$ cat config.mk
export PLATFORM = sky130hd
export DESIGN_NAME = uart_apb_responder
export DESIGN_NICKNAME = d
export VERILOG_FILES = /design/src/rtl/uart_apb_pkg.sv /design/src/rtl/sync_fifo_byte.sv /design/src/rtl/uart_apb_responder.sv
export SDC_FILE = /design/constraint.sdc
export NUM_CORES = 1
export LEC_CHECK = 0
export ABC_AREA = 1
export ABC_CLOCK_PERIOD_IN_PS = 4300
export CAP_MARGIN = 30
export CORE_ASPECT_RATIO = 0.7
export CORE_MARGIN = 10
export CORE_UTILIZATION = 63
export DETAILED_ROUTE_END_ITERATION = 10
export GPL_TIMING_DRIVEN = 0
export PLACE_DENSITY = 0.85
export SYNTH_ARGS = -nofsm -noshare
export SYNTH_HDL_FRONTEND = slang
export SYNTH_SLANG_ARGS = --single-unit
export TNS_END_PERCENT = 10
$ cat constraint.sdc
create_clock -name clk -period 4.3 [get_ports clk]
set_clock_uncertainty 0.15 [all_clocks]
set_input_delay 0.645 -clock clk [delete_from_list [all_inputs] [get_ports clk]]
set_output_delay 0.645 -clock clk [all_outputs]
set_load 0.02 [all_outputs]
$ cat src/rtl/uart_apb_pkg.sv
`default_nettype none
// +----------------------------------------------------------------------+
// | uart_apb_pkg : register offsets, LSR layout and APB state encoding    |
// | Rev 1.0                                                               |
// +----------------------------------------------------------------------+
package uart_apb_pkg;

    localparam logic [5:0] UART_RBR_THR = 6'h00;
    localparam logic [5:0] UART_IER     = 6'h04;
    localparam logic [5:0] UART_LSR     = 6'h14;

    // Bit order matches the driver's view of LSR, MSB first.
    typedef struct packed {
        logic       rsvd7;
        logic       xmitr_empty;
        logic       thr_empty;
        logic [2:0] rsvd;
        logic       overrun;
        logic       data_rdy;
    } uart_status_t;

    typedef enum logic [0:0] {
        APB_IDLE   = 1'b0,
        APB_ACCESS = 1'b1
    } apb_state_t;

endpackage
`default_nettype wire

$ cat src/rtl/sync_fifo_byte.sv
`default_nettype none
// +----------------------------------------------------------------------+
// | sync_fifo_byte : first-word-fall-through byte FIFO                    |
// | Rev 1.0                                                               |
// +----------------------------------------------------------------------+
module sync_fifo_byte #(
    parameter int DEPTH = 16
) (
    input  logic                     clk,
    input  logic                     resn,
    input  logic                     i_push,
    input  logic [7:0]               i_push_data,
    input  logic                     i_pop,
    output logic [7:0]               o_head,
    output logic                     o_full,
    output logic                     o_empty,
    output logic [$clog2(DEPTH):0]   o_count
);
    localparam int                  c_AW   = $clog2(DEPTH);
    localparam logic [c_AW:0]       c_FULL = DEPTH[c_AW:0];

    logic [7:0]      r_mem [DEPTH];
    logic [c_AW-1:0] r_wr_ptr;
    logic [c_AW-1:0] r_rd_ptr;
    logic [c_AW:0]   r_count;
    logic            w_pop_ok;
    logic            w_push_ok;

    // A pop in the same cycle frees the slot a push into a full FIFO needs.
    assign w_pop_ok  = i_pop && (r_count != '0);
    assign w_push_ok = i_push && ((r_count != c_FULL) || w_pop_ok);

    assign o_full  = (r_count == c_FULL);
    assign o_empty = (r_count == '0);
    assign o_count = r_count;
    assign o_head  = o_empty ? 8'h00 : r_mem[r_rd_ptr];

    always_ff @(posedge clk) begin
        if (w_push_ok) begin
            r_mem[r_wr_ptr] <= i_push_data;
        end
    end

    always_ff @(posedge clk) begin
        if (!resn) begin
            r_wr_ptr <= '0;
            r_rd_ptr <= '0;
            r_count  <= '0;
        end else begin
            if (w_push_ok) begin
                r_wr_ptr <= r_wr_ptr + 1'b1;
            end
            if (w_pop_ok) begin
                r_rd_ptr <= r_rd_ptr + 1'b1;
            end
            case ({w_push_ok, w_pop_ok})
                2'b10:   r_count <= r_count + 1'b1;
                2'b01:   r_count <= r_count - 1'b1;
                default: r_count <= r_count;
            endcase
        end
    end

endmodule
`default_nettype wire

$ cat src/rtl/uart_apb_responder.sv
`default_nettype none
// +----------------------------------------------------------------------+
// | uart_apb_responder : APB model of the UART register file bridged to   |
// | RX/TX byte streams.                                      Rev 1.0      |
// +----------------------------------------------------------------------+
module uart_apb_responder
    import uart_apb_pkg::*;
#(
    parameter int FIFO_DEPTH  = 16,
    parameter int WAIT_STATES = 0
) (
    input  logic        clk,
    input  logic        resn,
    input  logic        apb_psel_i,
    input  logic        apb_penable_i,
    input  logic        apb_pwrite_i,
    input  logic [5:0]  apb_paddr_i,
    input  logic [31:0] apb_pwdata_i,
    output logic        apb_pready_o,
    output logic        apb_pslverr_o,
    output logic [31:0] apb_prdata_o,
    input  logic [7:0]  s_axis_tdata,
    input  logic        s_axis_tvalid,
    output logic        s_axis_tready,
    output logic [7:0]  m_axis_tdata,
    output logic        m_axis_tvalid,
    input  logic        m_axis_tready,
    output logic        interrupt_uart
);
    localparam int         c_CW   = $clog2(FIFO_DEPTH) + 1;
    localparam logic [3:0] c_WAIT = WAIT_STATES[3:0];

    apb_state_t   r_state;
    logic [3:0]   r_wait_cnt;
    logic [1:0]   r_ier;
    logic         r_overrun;
    logic         r_irq;

    logic         w_pready;
    logic         w_rd;
    logic         w_wr;
    logic         w_rx_pop;
    logic         w_tx_push;
    logic         w_tx_pop;
    logic         w_lsr_rd;
    logic         w_ier_wr;
    logic         w_ovr_set;
    logic [7:0]   w_rx_head;
    logic         w_rx_full;
    logic         w_rx_empty;
    logic [c_CW-1:0] w_rx_count;
    logic         w_tx_full;
    logic         w_tx_empty;
    logic [c_CW-1:0] w_tx_count;
    logic [31:0]  w_prdata;
    logic         w_pslverr;
    uart_status_t w_lsr;
    logic         w_unused;

    assign w_pready  = (r_state == APB_ACCESS) && (r_wait_cnt == 4'd0) && apb_psel_i && apb_penable_i;
    assign w_rd      = w_pready && !apb_pwrite_i;
    assign w_wr      = w_pready && apb_pwrite_i;
    assign w_rx_pop  = w_rd && (apb_paddr_i == UART_RBR_THR) && !w_rx_empty;
    assign w_tx_push = w_wr && (apb_paddr_i == UART_RBR_THR) && !w_tx_full;
    assign w_tx_pop  = !w_tx_empty && m_axis_tready;
    assign w_lsr_rd  = w_rd && (apb_paddr_i == UART_LSR);
    assign w_ier_wr  = w_wr && (apb_paddr_i == UART_IER);
    assign w_ovr_set = s_axis_tvalid && w_rx_full && !w_rx_pop;

    always_comb begin
        w_lsr             = '0;
        w_lsr.data_rdy    = !w_rx_empty;
        w_lsr.overrun     = r_overrun;
        w_lsr.thr_empty   = w_tx_empty;
        w_lsr.xmitr_empty = w_tx_empty;
    end

    // Read data and error are driven only in the completion cycle.
    always_comb begin
        w_prdata  = '0;
        w_pslverr = 1'b0;
        if (w_pready) begin
            case (apb_paddr_i)
                UART_RBR_THR: begin
                    if (!apb_pwrite_i) w_prdata  = {24'h0, w_rx_head};
                    else               w_pslverr = w_tx_full;
                end
                UART_IER: if (!apb_pwrite_i) w_prdata = {30'h0, r_ier};
                UART_LSR: if (!apb_pwrite_i) w_prdata = {24'h0, w_lsr};
                default:  w_pslverr = 1'b1;
            endcase
        end
    end

    always_ff @(posedge clk) begin
        if (!resn) begin
            r_state    <= APB_IDLE;
            r_wait_cnt <= 4'd0;
            r_ier      <= 2'b00;
            r_overrun  <= 1'b0;
            r_irq      <= 1'b0;
        end else begin
            case (r_state)
                APB_IDLE: begin
                    if (apb_psel_i && !apb_penable_i) begin
                        r_state    <= APB_ACCESS;
                        r_wait_cnt <= c_WAIT;
                    end
                end
                APB_ACCESS: begin
                    if (!apb_psel_i || w_pready) begin
                        r_state <= APB_IDLE;
                    end else if (r_wait_cnt != 4'd0) begin
                        r_wait_cnt <= r_wait_cnt - 4'd1;
                    end
                end
                default: r_state <= APB_IDLE;
            endcase
            if (w_ier_wr) begin
                r_ier <= apb_pwdata_i[1:0];
            end
            if (w_ovr_set) begin
                r_overrun <= 1'b1;
            end else if (w_lsr_rd) begin
                r_overrun <= 1'b0;
            end
            r_irq <= (r_ier[0] && !w_rx_empty) || (r_ier[1] && w_tx_empty);
        end
    end

    sync_fifo_byte #(.DEPTH(FIFO_DEPTH)) u_rx_fifo (
        .clk         (clk),
        .resn        (resn),
        .i_push      (s_axis_tvalid),
        .i_push_data (s_axis_tdata),
        .i_pop       (w_rx_pop),
        .o_head      (w_rx_head),
        .o_full      (w_rx_full),
        .o_empty     (w_rx_empty),
        .o_count     (w_rx_count)
    );

    sync_fifo_byte #(.DEPTH(FIFO_DEPTH)) u_tx_fifo (
        .clk         (clk),
        .resn        (resn),
        .i_push      (w_tx_push),
        .i_push_data (apb_pwdata_i[7:0]),
        .i_pop       (w_tx_pop),
        .o_head      (m_axis_tdata),
        .o_full      (w_tx_full),
        .o_empty     (w_tx_empty),
        .o_count     (w_tx_count)
    );

    assign apb_pready_o   = w_pready;
    assign apb_pslverr_o  = w_pslverr;
    assign apb_prdata_o   = w_prdata;
    assign s_axis_tready  = 1'b1;
    assign m_axis_tvalid  = !w_tx_empty;
    assign interrupt_uart = r_irq;
    assign w_unused       = ^{apb_pwdata_i[31:8], w_rx_count, w_tx_count};

endmodule
`default_nettype wire

# After elaboration in Yosys (flattened, before gate mapping)
# Memories as Yosys holds them, arrays and structs flattened. A register that Yosys moved wholly into a read port is not among the register bits.
# Cells that the tools add are included.
[word_totals]
latchBits = 0
output_inout_bits = 45
mem_bits_ro = 0
word_cells = 109
n_memories = 2
ramBits = 256
regBits = 35
[memory_table]
columns = ["memory", "words", "word_bits", "rd", "rd_ports_with_merged_regs", "write_ports", "line_no", "text"]
rows = [
  ["u_rx_fifo.r_mem", 16, 8, 1, 1, 1, "sync_fifo_byte.sv:22", "logic [7:0] r_mem [DEPTH];"],
  ["u_tx_fifo.r_mem", 16, 8, 1, 1, 1, "sync_fifo_byte.sv:22", ""],
]
[classes]
n_lt_le_gt_ge = 0
div = 0
shift = 0
n_reduce_logical = 44
bitwise_logic = 1
n_eq_ne = 13
muxes = 29
multipliers = 0
addsub = 9
[ops]
columns = ["operator", "count"]
rows = [
  ["8-bit two-way mux", 4],
  ["4-bit two-way mux", 7],
  ["8-bit case mux with 3 select lines", 1],
  ["1-bit logical AND", 21],
  ["5-bit case mux with 2 select lines", 2],
  ["4-bit by 1-bit adder with 4-bit output, second input constant", 4],
  ["5-bit by 1-bit adder with 5-bit output, second input constant", 2],
  ["5-bit equality test, second input constant", 2],
  ["5-bit zero test", 2],
  ["1-bit two-way mux", 10],
  ["5-bit != test, second input constant", 2],
  ["5-bit nonzero test", 2],
  ["5-bit by 1-bit subtractor with 5-bit output, second input constant", 2],
  ["4-bit case mux with 2 select lines", 1],
  ["1-bit zero test", 7],
  ["7-bit two-way mux", 1],
  ["6-bit by 3-bit equality test with 1-bit output, second input constant", 1],
  ["6-bit by 5-bit equality test with 1-bit output, second input constant", 1],
  ["6-bit zero test", 1],
  ["2-bit nonzero test", 3],
  ["2-bit by 1-bit equality test with 1-bit output, second input constant", 2],
  ["2-bit equality test, second input constant", 2],
  ["4-bit zero test", 1],
  ["1-bit logical OR", 4],
  ["other kinds (9)", 11],
]

# Depth between registers and ports, before layout
# Gate-level depths: netlist (run 1).
[depth]
depth_word = 12
depth_mapped = 18
depth_no_buf = 18

# Hierarchy
# Synthesis (run 1) repeated with hierarchy kept, for this count alone.
[hier_totals]
cells_unflattened = 1246
hier_area_um2 = 13151.4
[modules_own_cells]
columns = ["module", "instances", "cells_per_inst", "area_per_inst_um2"]
rows = [
  ["sync_fifo_byte", 2, 553, 6127.1],
  ["uart_apb_responder", 1, 140, 897.1],
]

# Worst setup path after synthesis (run 1)
# No wires, ideal clock.
[synth_timing]
path_type = "input to register"
startpoint = "input apb_paddr_i[1]"
endpoint = "register u_tx_fifo.r_count[4], in the netlist u_tx_fifo.o_count[4]"
n_path_buf = 0
slack_ns = 1.130
required_ns = 4.080
setup_time_ns = 0.070
stages = 17
arrival_time_ns = 2.950
cell_sequence = "nor2_1 nand3_1 inv_1 nand3_1 nor2_1 inv_1 ha_1 xor2_1 ha_1 inv_1 nand2_1 nand2_1 o21ai_0 o21ai_0 a21oi_1 o21ai_0 a21oi_1"
[synth_via]
elab_chain_cells = 6
[synth_lines]
columns = ["element", "line_no", "text"]
rows = [
  ["start: declaration", "uart_apb_responder.sv:17", "input logic [5:0] apb_paddr_i,"],
  ["6-bit zero test *", "uart_apb_responder.sv:64", "assign w_tx_push = w_wr && (apb_paddr_i == UART_RBR_THR) && !w_tx_full;"],
  ["1-bit logical AND * (2 in series)", "uart_apb_responder.sv:64", ""],
  ["1-bit logical AND *", "sync_fifo_byte.sv:31", "assign w_push_ok = i_push && ((r_count != c_FULL) || w_pop_ok);"],
  ["2-bit by 1-bit equality test with 1-bit output / 2-bit equality test (equally long branches)", "sync_fifo_byte.sv:56", "case ({w_push_ok, w_pop_ok})"],
  ["5-bit case mux with 2 select lines / 2-bit nonzero test (equally long branches)", "-", ""],
  ["end signal: assignment", "sync_fifo_byte.sv:57", "2'b10: r_count <= r_count + 1'b1;"],
  ["end signal: assignment", "sync_fifo_byte.sv:58", "2'b01: r_count <= r_count - 1'b1;"],
  ["end signal: assignment", "sync_fifo_byte.sv:59", "default: r_count <= r_count;"],
  ["end: declaration", "sync_fifo_byte.sv:25", "logic [c_AW:0] r_count;"],
]
# Mark *: on every way between the ends. The rest lies on a longest branch, timed or not.
# A chain may end at the register's enable or synchronous reset.

==> reports/qor.txt, run 1 <==
status = finished clean
Setup crit end kind = primary output
Power Density = 497.4 mW/mm²
#FFs+latches synth = 299
Mapped Area = 0.01257 mm²
Reg-to-Reg End = u_tx_fifo.o_count[4]$_SDFFE_PN0P_
post_cts resized = 0
Rel. slew slack = 0.3387
CP cell instances = buf_2, clkinv_1, clkbuf_1, o21ai_0, o221ai_1, nand3_1, a21oi_1, clkdlybuf4s50_1
1st-iter DRT viols = 1540
Sink Count = 299
clock root buffer = clkbuf_16
largest net degree at the start of global routing = 18
Synth area leaders = edfxtp_1 (61%), dfxtp_1 (6.8%), nor2_1 (5.6%)
global placement routability congestion = 0.9254
Pleak = 5.056 nW
starting density of the core = 0.6383
Min Clock Period, post-route = 4111 ps
Mapped Cells = 1119
setup tns final = 0 ps
clock network power share = 0.331
core box area = 0.01969 mm²
Post-synth ARST share = 0
hold slack = 313.2 ps
CTS tree = built
Routed WL = 31640 µm
Post-CTS Setup Bufs = 0
H-tree levels = 1
Post-Place Cell Area = 0.01347 mm²
final net count = 1288
Via-to-Cell Ratio = 6.181
Yosys top cell by area = edfxtp_1
RSZ-0062 raised after global routing = false
Final HPWL DP = 21490 µm
clk_lat worst skew = 530 ps
TritonCTS buffer count = 27
GRT Total Usage = 0.2300
number of port buffers = 48
combinational share of power = 0.212
Max-Cap Viols = 0
share of layout cells above drive strength 1 = 0.06941
DR vias = 9327
peak supply drop = 327.9 µV
final hold vios = 0
max frequency = 243.3 MHz
Final period util = 0.9559
Finished Cell Area = 0.01435 mm²
Hold WC Path Type = flip-flop to flip-flop
post-synth top area share = 0.6116
most frequent cells in the layout = edfxtp_1 (256), nor2_1 (188), o21ai_0 (139)
Top FF cell, synth = edfxtp_1
DRC = 0
fill cell count = 1267
commonest non-fill, non-tap cell in the layout = edfxtp_1
Row Count = 43
Routed wire per std cell = 20.97 µm
slowest CP cell = clkdlybuf4s50_1
Critical Path RT = 3500 ps
R2R cell count = 18
GRT Residual Overflow = 0
Final Max Tran Viols = 0
die width = 188.8 µm
IO Pins = 98
Pwr Total = 7.136 mW
register area share after synthesis = 0.6801
Yosys warning total = 0
Worst R2R Setup Slack = 690 ps
sw power = 2.093 mW
Least-Margin Pin Slew = 988.3 ps
critical path class = flip-flop to primary output
die area = 0.02609 mm²
initial antenna violation count = 0
CP Launch Type = flip-flop
Setup crit end = m_axis_tdata[1]
Hold Buf Count CTS = 0
synthesized area per cell = 11.23 µm²
area grow syn2layout = 14.14%
Post-synth EDFFs = 256
sw frac = 0.2933
setup violators final = 0
DRT antenna net count = 0
Worst-path clk slew = 60 ps
crit-path max FO = 10
Arr. time, crit path = 3320 ps
share of power burned in registers = 0.457
max incr delay on CP = 650 ps
reg-to-reg startpoint = r_wait_cnt[0]$_SDFFE_PN0P_
die height = 138.2 µm
vias in the first global route = 8544
clk buf depth = 3
global-route wire length before repair = 47970 µm
DRT Pass-1 Iters = 7
Synth cell types = 40
Pint = 5.043 mW
antenna cells = 0
final cell count without fillers = 1509
Placed Cells = 1460
==> worst min-delay path by stage <==
stage,startpoint,endpoint,slack (ps),cells past startpoint
2_1_floorplan,u_tx_fifo.r_rd_ptr[3]$_SDFFE_PN0P_,flip-flop,290,2
3_3_place_gp,r_overrun$_SDFFE_PN0P_,r_overrun$_SDFFE_PN0P_,300,2
3_5_place_dp,u_tx_fifo.r_rd_ptr[3]$_SDFFE_PN0P_,u_tx_fifo.r_rd_ptr[3]$_SDFFE_PN0P_,310,2
4_1_cts,u_tx_fifo.r_rd_ptr[3]$_SDFFE_PN0P_,flip-flop,320,2
5_1_grt,u_tx_fifo.r_rd_ptr[3]$_SDFFE_PN0P_,u_tx_fifo.r_rd_ptr[3]$_SDFFE_PN0P_,350,2
6_report,u_tx_fifo.r_rd_ptr[3]$_SDFFE_PN0P_,flip-flop,310,2
==> per-layer routing <==
layer / track usage / share of wire
met5: 0 / 0
met4: 0.05498 / 0.021
met3: 0.06256 / 0.16
met2: 0.3321 / 0.43
met1: 0.3388 / 0.39
==> cell type report <==
type                       count  area [µm²]  area share
multi-input combinational    698        3456      0.2409
sequential                   299        8548      0.5959
buffer                        77       396.6     0.02765
tap                          270       337.8     0.02355
timing repair buffer          48       480.5     0.03349
clock inverter                15       127.6    0.008897
clock buffer                  34       743.2     0.05181
inverter                      68       255.2     0.01779
==> cell usage after synthesis (16+ instances only) <==
| master | count |
|---|---|
| a21oi_1 | 49 |
| buf_4 | 26 |
| clkbuf_1 | 41 |
| dfxtp_1 | 43 |
| edfxtp_1 | 256 |
| ha_1 | 16 |
| inv_1 | 65 |
| nand2_1 | 112 |
| nand3_1 | 71 |
| nor2_1 | 188 |
| o21ai_0 | 139 |
| o221ai_1 | 24 |
| o22ai_1 | 28 |
==> stage by stage <==
step,utilization,worst slack (ps)
floorplan,-,1130
global placement,0.6842,215.2
detailed placement,0.6842,76.44
CTS,0.7284,159.5
global route,0.7285,42.08
finish,0.7285,189.5
==> power by group through the flow <==
| stage | Sequential (mW) | Combinational (mW) | Clock, mW |
|---|---|---|---|
| finish | 3.26 | 1.51 | 2.36 |
| global route | 3.27 | 1.62 | 2.46 |
| CTS | 3.26 | 1.47 | 2.36 |
| detailed placement | 3.32 | 1.44 | 0 |
| global placement | 3.32 | 1.39 | 0 |
| floorplan | 3.31 | 0.889 | 0 |
==> worst max-delay path: cells and delay by family, from the launching register on <==
kind | cells | cell delay (ps)
AND/OR/NAND/NOR | 1 | 130
buffers and inverters | 4 | 1500
flip-flops | 1 | 340
AO/OA/AOI/OAI | 3 | 800
==> cell families after synthesis <==
group	share of synthesized area
AO/OA/AOI/OAI	0.1164
buffers and inverters	0.05177
AND/OR/NAND/NOR	0.1324
adder cells (fa/ha/maj)	0.01593
flip-flops	0.6801
other	0.0005975
XOR/XNOR	0.002788
==> flip-flops by register name (all words and copies together), names as in the netlist, named ones only <==
| register | cells |
|---|---|
| u_tx_fifo.r_rd_ptr | 4 |
| r_wait_cnt | 4 |
| u_rx_fifo.r_wr_ptr | 4 |
| u_rx_fifo.r_rd_ptr | 4 |
| r_overrun | 1 |
| u_tx_fifo.r_wr_ptr | 4 |
| r_ier | 2 |
| u_tx_fifo.r_mem | 128 |
| u_rx_fifo.r_mem | 128 |
| interrupt_uart | 1 |
| u_tx_fifo.o_count | 5 |
| r_state | 1 |
| u_rx_fifo.o_count | 5 |
(Power assumes the default switching activity.)
==> run 2, diff against run 1 <==
- CORE_ASPECT_RATIO: 0.7 -> 1.4
==> run 2 against run 1 <==
The run now ends with design-rule violations left. Register-to-register slack worse by 40 ps. Worst hold slack improved by 4.7 ps. Final cell count shrank 1.2%. Non-clock buffer count is the same. Largest cell class unchanged. Highest routed layer unchanged.
==> reports/qor.txt, run 2 (synthesis results as in run 1) <==
Rel. slew slack = 0.3432 (+0.004420)
biggest regs = u_rx_fifo.r_mem: 128 flops, u_tx_fifo.r_mem: 128 flops
status = complete, but fails checks
Row Count = 61 (+42%)
Critical Path RT = 3500 ps (about the same)
Routed WL = 32090 µm (+1.4%)
vias in the first global route = 9281 (+8.6%)
antenna cells = 0 (unchanged)
max incr delay on CP = 670 ps (+20 ps)
die height = 187.1 µm (+35%)
most frequent cells in the layout = edfxtp_1 (256), nor2_1 (188), o21ai_0 (139)
final net count = 1288 (unchanged)
fill cell count = 1314 (+3.7%)
CP cell instances = clkbuf_1, clkbuf_1, o21ai_0, o22ai_1, nand2_1, nand3_1, nand2_1, a31oi_1, clkdlybuf4s50_1
global-route wire length before repair = 49910 µm (+4.1%)
Setup crit end kind = primary output
Sink Count = 299 (unchanged)
setup violators final = 0 (unchanged)
Hold WC Path Type = flip-flop to flip-flop
core box area = 0.01977 mm² (+0.39%)
Least-Margin Pin Slew = 981.6 ps (-6.606 ps)
H-tree levels = 1 (unchanged)
Pleak = 5.118 nW (+1.2%)
failing checks = design-rule violations
clk buf depth = 3 (unchanged)
commonest non-fill, non-tap cell in the layout = edfxtp_1
DRT Pass-1 Iters = 9 (+2)
Final WS setup = 98.19 ps (-91.30 ps)
Via-to-Cell Ratio = 6.174 (-0.11%)
starting density of the core = 0.6358 (-0.002464)
RSZ-0062 raised after global routing = false
fin util = 0.7283 (about the same)
crit-path max FO = 10 (unchanged)
max frequency = 238.0 MHz (-2.2%)
TritonCTS buffer count = 27 (unchanged)
Power Density = 501.9 mW/mm² (+0.89%)
GRT Total Usage = 0.2391 (+0.009107)
DR vias = 9206 (-1.3%)
DRT antenna net count = 0 (unchanged)
Hold Buf Count CTS = 0 (unchanged)
die area = 0.02608 mm² (about the same)
clk_lat worst skew = 540 ps (about the same)
1st-iter DRT viols = 1218 (-21%)
GRT Residual Overflow = 0 (unchanged)
share of layout cells above drive strength 1 = 0.07345 (+0.004036)
CTS tree = built
hold slack = 317.9 ps (+4.742 ps)
Final HPWL DP = 21830 µm (+1.6%)
number of port buffers = 48 (unchanged)
global placement routability congestion = 0.9294 (+0.43%)
slowest CP cell = clkdlybuf4s50_1
setup tns final = 0 ps (unchanged)
critical path class = flip-flop to primary output
area grow syn2layout = 14.54%
Final Max Tran Viols = 0 (unchanged)
Max-Cap Viols = 0 (unchanged)
Worst-path clk slew = 70 ps (about the same)
initial antenna violation count = 0 (unchanged)
Setup WS pre-CTS = -20.01 ps (-96.45 ps)
largest net degree at the start of global routing = 19 (+1)
Routed wire per std cell = 21.52 µm (+2.6%)
IO Pins = 98 (unchanged)
CP Launch Type = flip-flop
die width = 139.4 µm (-26%)
final hold vios = 0 (unchanged)
DRC = 1 (+1)
clock root buffer = clkbuf_16
Arr. time, crit path = 3410 ps (+90 ps)
peak supply drop = 434.7 µV (+33%)
Min Clock Period, post-route = 4202 ps (+91.30 ps)
Final period util = 0.9772 (+0.02123)
==> run 2: cell types whose count changed in the layout (fill, tap and decap cells not counted), moves of 2 or more <==
cell and delta:
clkbuf_8 -2, clkbuf_16 +3, clkbuf_1 -4, inv_6 +3, clkinv_2 -2
==> run 2: final cells by class <==
class	instances	area (µm²)	area share
clock buffers	32	779.5	0.05415
clock inverters	17	158.9	0.01104
flip-flops and latches	299	8548	0.5938
plain buffers	77	400.4	0.02781
repair buffers	48	483.0	0.03355
multi-input cells	698	3456	0.2400
inverters	68	255.2	0.01773
well taps	252	315.3	0.02190
==> run 2: what timing repair did <==
item,4_1_cts,5_1_grt
endpoints found under the setup margin,1,2
buffers inserted,0,0
pin swaps,0,0
gates resized for setup,1,4
==> run 2: metal layers <==
metal | vias up | global-route usage | routed length [µm]
li1 | 4146 | - | -
met1 | 4319 | 0.2358 | 10080
met2 | 602 | 0.4505 | 17400
met3 | 139 | 0.04268 | 2598
met4 | 0 | 0.1408 | 2011
met5 | - | 0 | 0
==> run 2: critical path: cells and delay by family (launching register included) <==
family | cells | cell delay, ps
buffers and inverters | 3 | 1550
flip-flops | 1 | 320
AO/OA/AOI/OAI | 3 | 650
AND/OR/NAND/NOR | 3 | 340
==> run 2: through the flow <==
stage	cells	area [µm²]	power, mW
3_3_place_gp	1442	13450	4.696
6_report	1491	14400	7.225
4_1_cts	1491	14390	7.211
2_1_floorplan	1142	12650	4.195
3_5_place_dp	1442	13450	4.755
5_1_grt	1491	14400	7.501
==> run 2: worst paths after layout <==
path / start / endpoint / slack (ps) / depth (start not counted)
min: u_rx_fifo.r_rd_ptr[3]$_SDFFE_PN0N_ / u_rx_fifo.r_rd_ptr[3]$_SDFFE_PN0N_ / 320 / 2
max reg2reg: r_wait_cnt[0]$_SDFFE_PN0P_ / u_tx_fifo.o_count[4]$_SDFFE_PN0P_ / 650 / 18
min reg2reg: u_rx_fifo.r_rd_ptr[3]$_SDFFE_PN0N_ / u_rx_fifo.r_rd_ptr[3]$_SDFFE_PN0N_ / 320 / 2
max: flip-flop / apb_prdata_o[7] / 100 / 9
==> run 2: power breakdown <==
group          internal [mW]  leakage [nW]  switching (mW)
Clock                   1.43         0.470            1.07
Combinational          0.491          1.99           0.970
Sequential              3.21          2.66          0.0549
